File: config.mk
export PLATFORM = sky130hd
export DESIGN_NAME = alu_arbiter
export DESIGN_NICKNAME = d
export VERILOG_FILES = /design/src/rtl/alu_arbiter.sv
export SDC_FILE = /design/constraint.sdc
export NUM_CORES = 1
export LEC_CHECK = 0
export CORE_MARGIN = 8
export CORE_UTILIZATION = 39
export DETAILED_ROUTE_END_ITERATION = 8
export PLACE_DENSITY = 0.79
export SLEW_MARGIN = 40
export SYNTH_ARGS = -nofsm -noshare
export SYNTH_HDL_FRONTEND = slang
export SYNTH_SLANG_ARGS = --single-unit
File: constraint.sdc
create_clock -name clk -period 1.4 [get_ports clk]
set_input_delay 0.21 -clock clk [delete_from_list [all_inputs] [get_ports clk]]
set_output_delay 0.21 -clock clk [all_outputs]
set_load 0.02 [all_outputs]
File: src/rtl/alu_arbiter.sv
// rtl/alu_arbiter.sv - round-robin two-requester front end for the shared 4-bit ALU
// Optional completed-operation counter enabled by defining ALU_ARB_OPCOUNT_EN.
module alu_arbiter #(
  parameter int DATA_W = 4,
  parameter int OP_W   = 3,
  parameter int CNT_W  = 8
) (
  input  logic              clk,
  input  logic              rst,
  input  logic              req0_valid,
  output logic              req0_ready,
  input  logic [DATA_W-1:0] req0_a,
  input  logic [DATA_W-1:0] req0_b,
  input  logic [OP_W-1:0]   req0_op,
  input  logic              req1_valid,
  output logic              req1_ready,
  input  logic [DATA_W-1:0] req1_a,
  input  logic [DATA_W-1:0] req1_b,
  input  logic [OP_W-1:0]   req1_op,
  output logic              rsp0_valid,
  input  logic              rsp0_ready,
  output logic [DATA_W-1:0] rsp0_result,
  output logic              rsp0_zero,
  output logic              rsp1_valid,
  input  logic              rsp1_ready,
  output logic [DATA_W-1:0] rsp1_result,
  output logic              rsp1_zero,
  output logic [DATA_W-1:0] alu_a,
  output logic [DATA_W-1:0] alu_b,
  output logic [OP_W-1:0]   alu_opcode,
  input  logic [DATA_W-1:0] alu_result,
  input  logic              alu_zero
`ifdef ALU_ARB_OPCOUNT_EN
  ,
  output logic [CNT_W-1:0]  op_count
`endif
);

  typedef enum logic [1:0] {IDLE, EXEC, RESP} state_t;

  state_t            state_q;
  logic              last_grant_q;
  logic              owner_q;
  logic [DATA_W-1:0] alu_a_q, alu_b_q;
  logic [OP_W-1:0]   alu_op_q;
  logic [1:0]        rsp_valid_q;
  logic [DATA_W-1:0] rsp0_result_q, rsp1_result_q;
  logic              rsp0_zero_q, rsp1_zero_q;

  logic grant;
  logic accept;
  logic own_rsp_ready;

  // On a tie the requester that did not win last time is served.
  always_comb begin
    grant = req1_valid;
    if (req0_valid && req1_valid) begin
      grant = ~last_grant_q;
    end
    accept        = (state_q == IDLE) && (req0_valid || req1_valid);
    own_rsp_ready = owner_q ? rsp1_ready : rsp0_ready;
  end

  assign req0_ready  = accept && !grant;
  assign req1_ready  = accept && grant;
  assign alu_a       = alu_a_q;
  assign alu_b       = alu_b_q;
  assign alu_opcode  = alu_op_q;
  assign rsp0_valid  = rsp_valid_q[0];
  assign rsp1_valid  = rsp_valid_q[1];
  assign rsp0_result = rsp0_result_q;
  assign rsp1_result = rsp1_result_q;
  assign rsp0_zero   = rsp0_zero_q;
  assign rsp1_zero   = rsp1_zero_q;

  always_ff @(posedge clk) begin
    if (rst) begin
      state_q       <= IDLE;
      last_grant_q  <= 1'b1;
      owner_q       <= 1'b0;
      alu_a_q       <= '0;
      alu_b_q       <= '0;
      alu_op_q      <= '0;
      rsp_valid_q   <= '0;
      rsp0_result_q <= '0;
      rsp1_result_q <= '0;
      rsp0_zero_q   <= 1'b0;
      rsp1_zero_q   <= 1'b0;
    end else begin
      case (state_q)
        IDLE: begin
          if (accept) begin
            alu_a_q      <= grant ? req1_a  : req0_a;
            alu_b_q      <= grant ? req1_b  : req0_b;
            alu_op_q     <= grant ? req1_op : req0_op;
            owner_q      <= grant;
            last_grant_q <= grant;
            state_q      <= EXEC;
          end
        end
        EXEC: begin
          if (owner_q) begin
            rsp1_result_q <= alu_result;
            rsp1_zero_q   <= alu_zero;
          end else begin
            rsp0_result_q <= alu_result;
            rsp0_zero_q   <= alu_zero;
          end
          rsp_valid_q[owner_q] <= 1'b1;
          state_q              <= RESP;
        end
        RESP: begin
          if (own_rsp_ready) begin
            rsp_valid_q <= '0;
            state_q     <= IDLE;
          end
        end
        default: state_q <= IDLE;
      endcase
    end
  end

`ifdef ALU_ARB_OPCOUNT_EN
  logic [CNT_W-1:0] op_count_q;

  // Saturating count of completed response handshakes.
  always_ff @(posedge clk) begin
    if (rst) begin
      op_count_q <= '0;
    end else if (state_q == RESP && own_rsp_ready && op_count_q != {CNT_W{1'b1}}) begin
      op_count_q <= op_count_q + {{(CNT_W-1){1'b0}}, 1'b1};
    end
  end

  assign op_count = op_count_q;
`endif

endmodule
==> out/summary.log, run 1 <==
qor: run_status.status finished, final reports clean
qor: finish.final_nets 224
qor: die.design.die.area 0.00485 mm2
qor: global_route.remaining_global_route_overflow 0
qor: setup_path.worstPathArrival 1.18 ns
qor: finish.design_area 0.00181 mm2
qor: place.gp_congestion 0.806
qor: finish.final_core_util 0.655
qor: setup_path.critical_path.endpoint_type output pin
qor: min_path.hold_path.class in -> reg
qor: clocking.cts.reportedPaths.clkPinSlew 0.15 ns
qor: logic_synthesis.syn-cell-area 0.00112 mm2
qor: route.wl_per_cell 16.0 um
qor: timing.period_needed 1.39 ns
qor: route.drt_drc_violations_left 0
qor: global_route.grt_pass1_vias 1238
qor: timing.slew-limit-headroom 0.742
qor: pwr.power_leakage 0.807 nW
qor: finish.layout-drive-gt1-share 0.147
qor: pwr.max-vdd-ir-drop 0.569 mV
qor: logic_synthesis.syn-mean-instance-area 8.91 um2
qor: route.route.final.wire_length 3530 um
qor: route.final_antenna_net_count 0
qor: clocking.tritoncts done
qor: global_route.grt.total_usage 0.141
qor: place.place.port_buffers 57
qor: timing.slew_violations 0
qor: clocking.cts_inserted_buffers 3
qor: route.dr.first_iter.drc_count 64
qor: logic_synthesis.postSynthNetCount 159
qor: logic_synthesis.yosys.cell_types.count 23
qor: pwr.powerDensity 954 mW/mm2
qor: logic_synthesis.yosys_register_bits 27
qor: finish.area_growth_syn_to_layout 60.9%
qor: clocking.clk_latency 0.31 ns
qor: timing.slew_at_the_pin_with_the_worst_max_slew_slack 0.386 ns
qor: route.length_of_the_first_detailed_routing_pass_in_iterations 4
qor: route.detailroute.via_count 1165
qor: logic_synthesis.post-synth-top-area-fraction 0.482
qor: global_route.number_of_antenna_violations_at_the_first_check_in_global_routing 0
qor: die.die_h 69.6 um
qor: global_route.grt_max_degree 17
qor: setup_path.critical_path_class in -> out
qor: die.num_rows 19
qor: logic_synthesis.ys_top_cells_by_area dfxtp_1 (48%), nand3_1 (9.8%), mux2i_1 (8.9%), a31oi_1 (6.7%), o21ai_0 (5.8%)
qor: die.dieWidth 69.6 um
qor: global_route.first_pass_grt_wire_length 5900 um
qor: logic_synthesis.synth_top_area_cell dfxtp_1
qor: setup_path.worst_ep_required_time 1.19 ns
qor: die.core 0.00276 mm2
qor: clocking.tritoncts_sink_count 27
qor: clocking.cts.hold.buffers_added 0
qor: timing.fin_skew 0.00308 ns
qor: timing.fmaxAchievable 722 MHz
qor: route.via_per_inst 5.27
qor: setup_path.critPathMaxFanout 4
qor: job.maxCapViolCount 0
qor: die.design.portCount 58
qor: clocking.cts_root_buf clkbuf_4
qor: finish.n_antenna_cell 0
qor: clocking.clockBufferDepth 2
qor: setup_path.start_kind input pin
qor: timing.final_count_of_negative_setup_slack_endpoints 0
qor: pwr.overall_power_of_the_completed_layout 1.72 mW
qor: timing.worst_hold_slack 0.418 ns
qor: timing.unrepaired_setup_endpoints_after_global_routing yes
qor: logic_synthesis.syn_inst 126
qor: die.floorplan.initialDensity 0.407
qor: place.placed_cell_area 0.00177 mm2
qor: place.detailed_place_hpwl 2810 um
qor: timing.finalHoldViolCount 0
qor: timing.layout_worst_path_cycle_share 0.990
qor: logic_synthesis.synth.yosys.warnings 0
qor: clocking.h-tree-depth 1
qor: logic_synthesis.synth.yosys.seq_area_share 0.482
cell usage in the layout, fill, tap and decap left out, types with 2 or more instances in the layout:
master	instances
a31oi_1	12
buf_4	15
clkbuf_4	3
clkdlybuf4s50_1	31
dfxtp_1	25
dfxtp_2	2
dlygate4sd2_1	23
inv_1	3
mux2i_1	10
nand2b_1	3
nand3_1	22
nor2_1	12
o21ai_0	9
o21ai_1	4
per-stage QoR:
stage               setup TNS [ns]  worst slack [ns]  std cells
floorplan                        0             0.155        126
global placement             -1.66            -0.482        215
detailed placement           -2.17            -0.541        215
CTS                        -0.0248           -0.0248        219
global route               -0.0393           -0.0393        221
finish                           0            0.0144        221
sequential cells by signal (all words and copies together) (netlist names):
name,count
alu_a,4
alu_b,4
rsp0_result,4
rsp1_result,4
alu_opcode,3
rsp_valid_q,2
state_q,2
last_grant_q,1
owner_q,1
rsp0_zero,1
rsp1_zero,1
critical path, cell delays in order:
cell and delay (ns):
clkdlybuf4s50_1 0.52, buf_4 0.14, and3_4 0.17, buf_4 0.13
area by class of cell:
| cell class | instances | area (um2) |
|---|---|---|
| fillers | 241 | 952 |
| clock inverters | 1 | 7.51 |
| clock buffers | 3 | 22.5 |
| well taps | 31 | 38.8 |
| inverters | 3 | 11.3 |
| flip-flops and latches | 27 | 543 |
| multi-input cells | 86 | 546 |
| repair buffers | 70 | 637 |
per-layer routing:
layer	GRT usage	part of all wire	vias to the layer above
li1	-	-	579
met1	0.165	0.43	528
met2	0.225	0.47	56
met3	0.0615	0.098	2
met4	0.0469	0.0048	0
met5	0	0	-
Yosys cell counts:
library cell,count
or2_2,1
clkbuf_1,5
and2_1,1
a211oi_1,1
nor3b_1,1
mux2i_1,10
dfxtp_1,27
a211o_1,1
o21ai_0,13
nor2b_1,1
nand3b_1,1
nand2b_1,3
nor2_1,13
a31oi_1,12
buf_2,3
a21boi_0,2
mux2_2,1
clkbuf_2,2
and3_1,1
nor3b_4,1
o21a_1,1
inv_1,3
nand3_1,22
cells by family after synthesis:
kind of cell           count (synthesis)  synth area share
AOI/OAI and AO/OA                     30             0.159
buffers and inverters                 13            0.0490
DFF                                   27             0.482
muxes                                 11            0.0992
and+or+nand+nor                       45             0.211
power breakdown:
| group | internal [mW] | total (mW) | switching (mW) | leakage (nW) |
|---|---|---|---|---|
| registers | 0.832 | 0.869 | 0.0369 | 0.221 |
| logic | 0.258 | 0.519 | 0.261 | 0.572 |
| clock network | 0.109 | 0.335 | 0.226 | 0.0139 |
worst paths after layout:
| kind | start | to | slack, ns | cells after the start |
|---|---|---|---|---|
| max | req0_valid | req0_ready | 0.01 | 4 |
| min | req1_valid | state_q[0]$_SDFFE_PP0P_ | 0.42 | 4 |
| max reg2reg | state_q[1]$_SDFFE_PP0P_ | alu_opcode[1]$_SDFFE_PP0P_ | 0.08 | 4 |
| min reg2reg | rsp_valid_q[1]$_SDFFE_PP0P_ | rsp_valid_q[1]$_SDFFE_PP0P_ | 0.46 | 2 |
timing repair:
item                       4_1_cts  5_1_grt
gates cloned                     0        0
setup endpoints to repair       25       11
gates resized for setup         36       10
setup buffers                    0        2
Note: power is estimated with default switching activity, not from simulation.
==> inputs of run 2 (changes only) <==
--- a/config.mk
+++ b/config.mk
@@ -6,8 +6,10 @@
 export NUM_CORES = 1
 export LEC_CHECK = 0
+export CELL_PAD_IN_SITES_DETAIL_PLACEMENT = 0
+export CELL_PAD_IN_SITES_GLOBAL_PLACEMENT = 1
 export CORE_MARGIN = 8
-export CORE_UTILIZATION = 39
+export CORE_UTILIZATION = 27
 export DETAILED_ROUTE_END_ITERATION = 8
-export PLACE_DENSITY = 0.79
+export PLACE_DENSITY_LB_ADDON = 0.1
 export SLEW_MARGIN = 40
 export SYNTH_ARGS = -nofsm -noshare
==> constraint.sdc (replaced) <==
create_clock -name clk -period 1.4 [get_ports clk]
set_input_delay 0.21 -clock clk [delete_from_list [all_inputs] [get_ports clk]]
set_output_delay 0.21 -clock clk [all_outputs]
set_load 0.1 [all_outputs]
==> run 2 against run 1 <==
  * Hold slack better by 0.081 ns
  * Core utilization down 12 points
  * Global-route usage fell by 2.1 points
  * Worst setup slack better by 0.023 ns
  * Critical path depth down 1
  * Register-to-register slack about the same
  * Highest routed layer unchanged
==> out/summary.log, run 2 (same netlist as run 1, synthesis figures left out) <==
qor: run_status.status finished, final reports clean
qor: job.maxCapViolCount 0
qor: clocking.tritoncts_sink_count 27
qor: setup_path.worstPathArrival 1.15 ns
qor: place.place.port_buffers 57
qor: timing.slew_at_the_pin_with_the_worst_max_slew_slack 0.448 ns
qor: setup_path.critPathMaxFanout 8
qor: setup_path.start_kind register
qor: setup_path.critical_path.endpoint_type output pin
qor: route.final_antenna_net_count 0
qor: timing.fin_skew 0.00585 ns
qor: finish.layout_commonest_cell clkdlybuf4s50_1
qor: global_route.grt_pass1_vias 1247
qor: die.floorplan.initialDensity 0.281
qor: global_route.number_of_antenna_violations_at_the_first_check_in_global_routing 0
qor: clocking.tritoncts done
qor: route.wl_per_cell 16.5 um
qor: clocking.clockBufferDepth 2
qor: die.die_h 80.5 um
qor: timing.layout_worst_path_cycle_share 0.974
qor: setup_path.critPathLaunch state_q[0]$_SDFFE_PP0P_
qor: clocking.cts_inserted_buffers 3
qor: pwr.overall_power_of_the_completed_layout 2.39 mW
qor: finish.filler_cell_count 353
qor: global_route.first_pass_grt_wire_length 6200 um
qor: pwr.powerDensity 1120 mW/mm2
qor: timing.worst_hold_slack 0.499 ns
qor: timing.slew-limit-headroom 0.701
qor: finish.mostFrequentLayoutCells clkdlybuf4s50_1 (30), buf_12 (25), dfxtp_1 (24)
qor: pwr.max-vdd-ir-drop 0.480 mV
qor: pwr.power_leakage 0.841 nW
qor: global_route.remaining_global_route_overflow 0
qor: route.dr.first_iter.drc_count 34
qor: die.design.portCount 58
qor: timing.slew_violations 0
qor: die.design.die.area 0.00648 mm2
qor: die.core 0.00400 mm2
qor: clocking.cts.hold.buffers_added 0
qor: setup_path.worst_ep_required_time 1.19 ns
qor: die.num_rows 23
qor: timing.fmaxAchievable 734 MHz
qor: global_route.grt.total_usage 0.121
qor: route.drt_drc_violations_left 0
qor: setup_path.r2r_slack 0.09 ns
qor: finish.layout-drive-gt1-share 0.279
qor: timing.unrepaired_setup_endpoints_after_global_routing yes
qor: setup_path.crit_path_end req0_ready
qor: clocking.h-tree-depth 1
qor: setup_path.critical_path_class reg -> out
qor: finish.final_nets 224
qor: min_path.hold_path.class in -> reg
qor: route.length_of_the_first_detailed_routing_pass_in_iterations 4
qor: clocking.cts_root_buf clkbuf_8
qor: finish.area_growth_syn_to_layout 90.9%
qor: clocking.clk_latency 0.28 ns
qor: setup_path.reg2reg_depth 4
qor: timing.period_needed 1.36 ns
qor: route.route.final.wire_length 3950 um
qor: route.via_per_inst 5.01
qor: timing.finalHoldViolCount 0
qor: setup_path.reg2reg_to rsp0_result[0]$_SDFFE_PP0P_
qor: place.gp_congestion 0.695
qor: global_route.grt_max_degree 17
qor: clocking.cts.reportedPaths.clkPinSlew 0.10 ns
qor: finish.n_antenna_cell 0
qor: die.dieWidth 80.5 um
qor: setup_path.worst_r2r_startpoint state_q[1]$_SDFFE_PP0P_
qor: route.detailroute.via_count 1203
qor: place.detailed_place_hpwl 2910 um
qor: timing.final_count_of_negative_setup_slack_endpoints 0
## run 2: cell type report
class	instances	area, um2	area share
Sequential cell	27	547	0.255
Inverter	3	11.3	0.00526
Timing Repair Buffer	70	920	0.429
Multi-Input combinational cell	86	553	0.258
Clock buffer	3	41.3	0.0193
Clock inverter	1	7.51	0.00350
Tap cell	50	62.6	0.0292
## run 2: per-stage QoR
step,setup slack [ns],area [um2],util,setup TNS [ns],std cells
2_1_floorplan,0.00802,1120,-,0,126
3_3_place_gp,-0.0897,2040,0.510,-0.643,233
3_5_place_dp,-0.145,2040,0.510,-1.53,233
4_1_cts,0.00350,2130,0.534,0,239
5_1_grt,-0.0101,2140,0.536,-0.0101,240
6_report,0.0370,2140,0.536,0,240
## run 2: worst min path at each step
stage / end / slack (ns) / from / depth (start not counted)
floorplan: rsp1_result[0]$_SDFFE_PP0P_ / 0.35 / alu_result[0] / 2
global placement: last_grant_q$_SDFFE_PP1P_ / 0.46 / last_grant_q$_SDFFE_PP1P_ / 1
detailed placement: last_grant_q$_SDFFE_PP1P_ / 0.48 / last_grant_q$_SDFFE_PP1P_ / 1
CTS: alu_b[0]$_SDFFE_PP0P_ / 0.50 / req0_b[0] / 3
global route: alu_b[0]$_SDFFE_PP0P_ / 0.49 / req0_b[0] / 3
finish: alu_b[0]$_SDFFE_PP0P_ / 0.50 / req0_b[0] / 3
## run 2: timing repair
item	CTS	global route
pin swaps	1	3
setup buffers	2	1
resized for setup	14	0
endpoints found under the setup margin	2	2
## run 2: metal layers
metal	wire, um	share of wire	GRT usage
met5	0	0	0
met1	1590	0.40	0.140
met4	32	0.0081	0.0327
met3	285	0.072	0.0446
met2	2040	0.52	0.202
## run 2: worst max-delay path, cell delays in order (launching register included)
cell	delay, ns
dfxtp_4	0.39
nor2_4	0.10
and3_4	0.21
buf_12	0.17
## run 2: where the power goes
part | switching, mW | internal, mW
combinational | 0.602 | 0.417
clock | 0.266 | 0.202
sequential | 0.0696 | 0.832
==> inputs of run 3 (changes only) <==
Settings changed: CTS_CLUSTER_SIZE from default to 12.
==> results of run 3 <==
No change in the layout: final DEF, timing and power equal those of run 2.
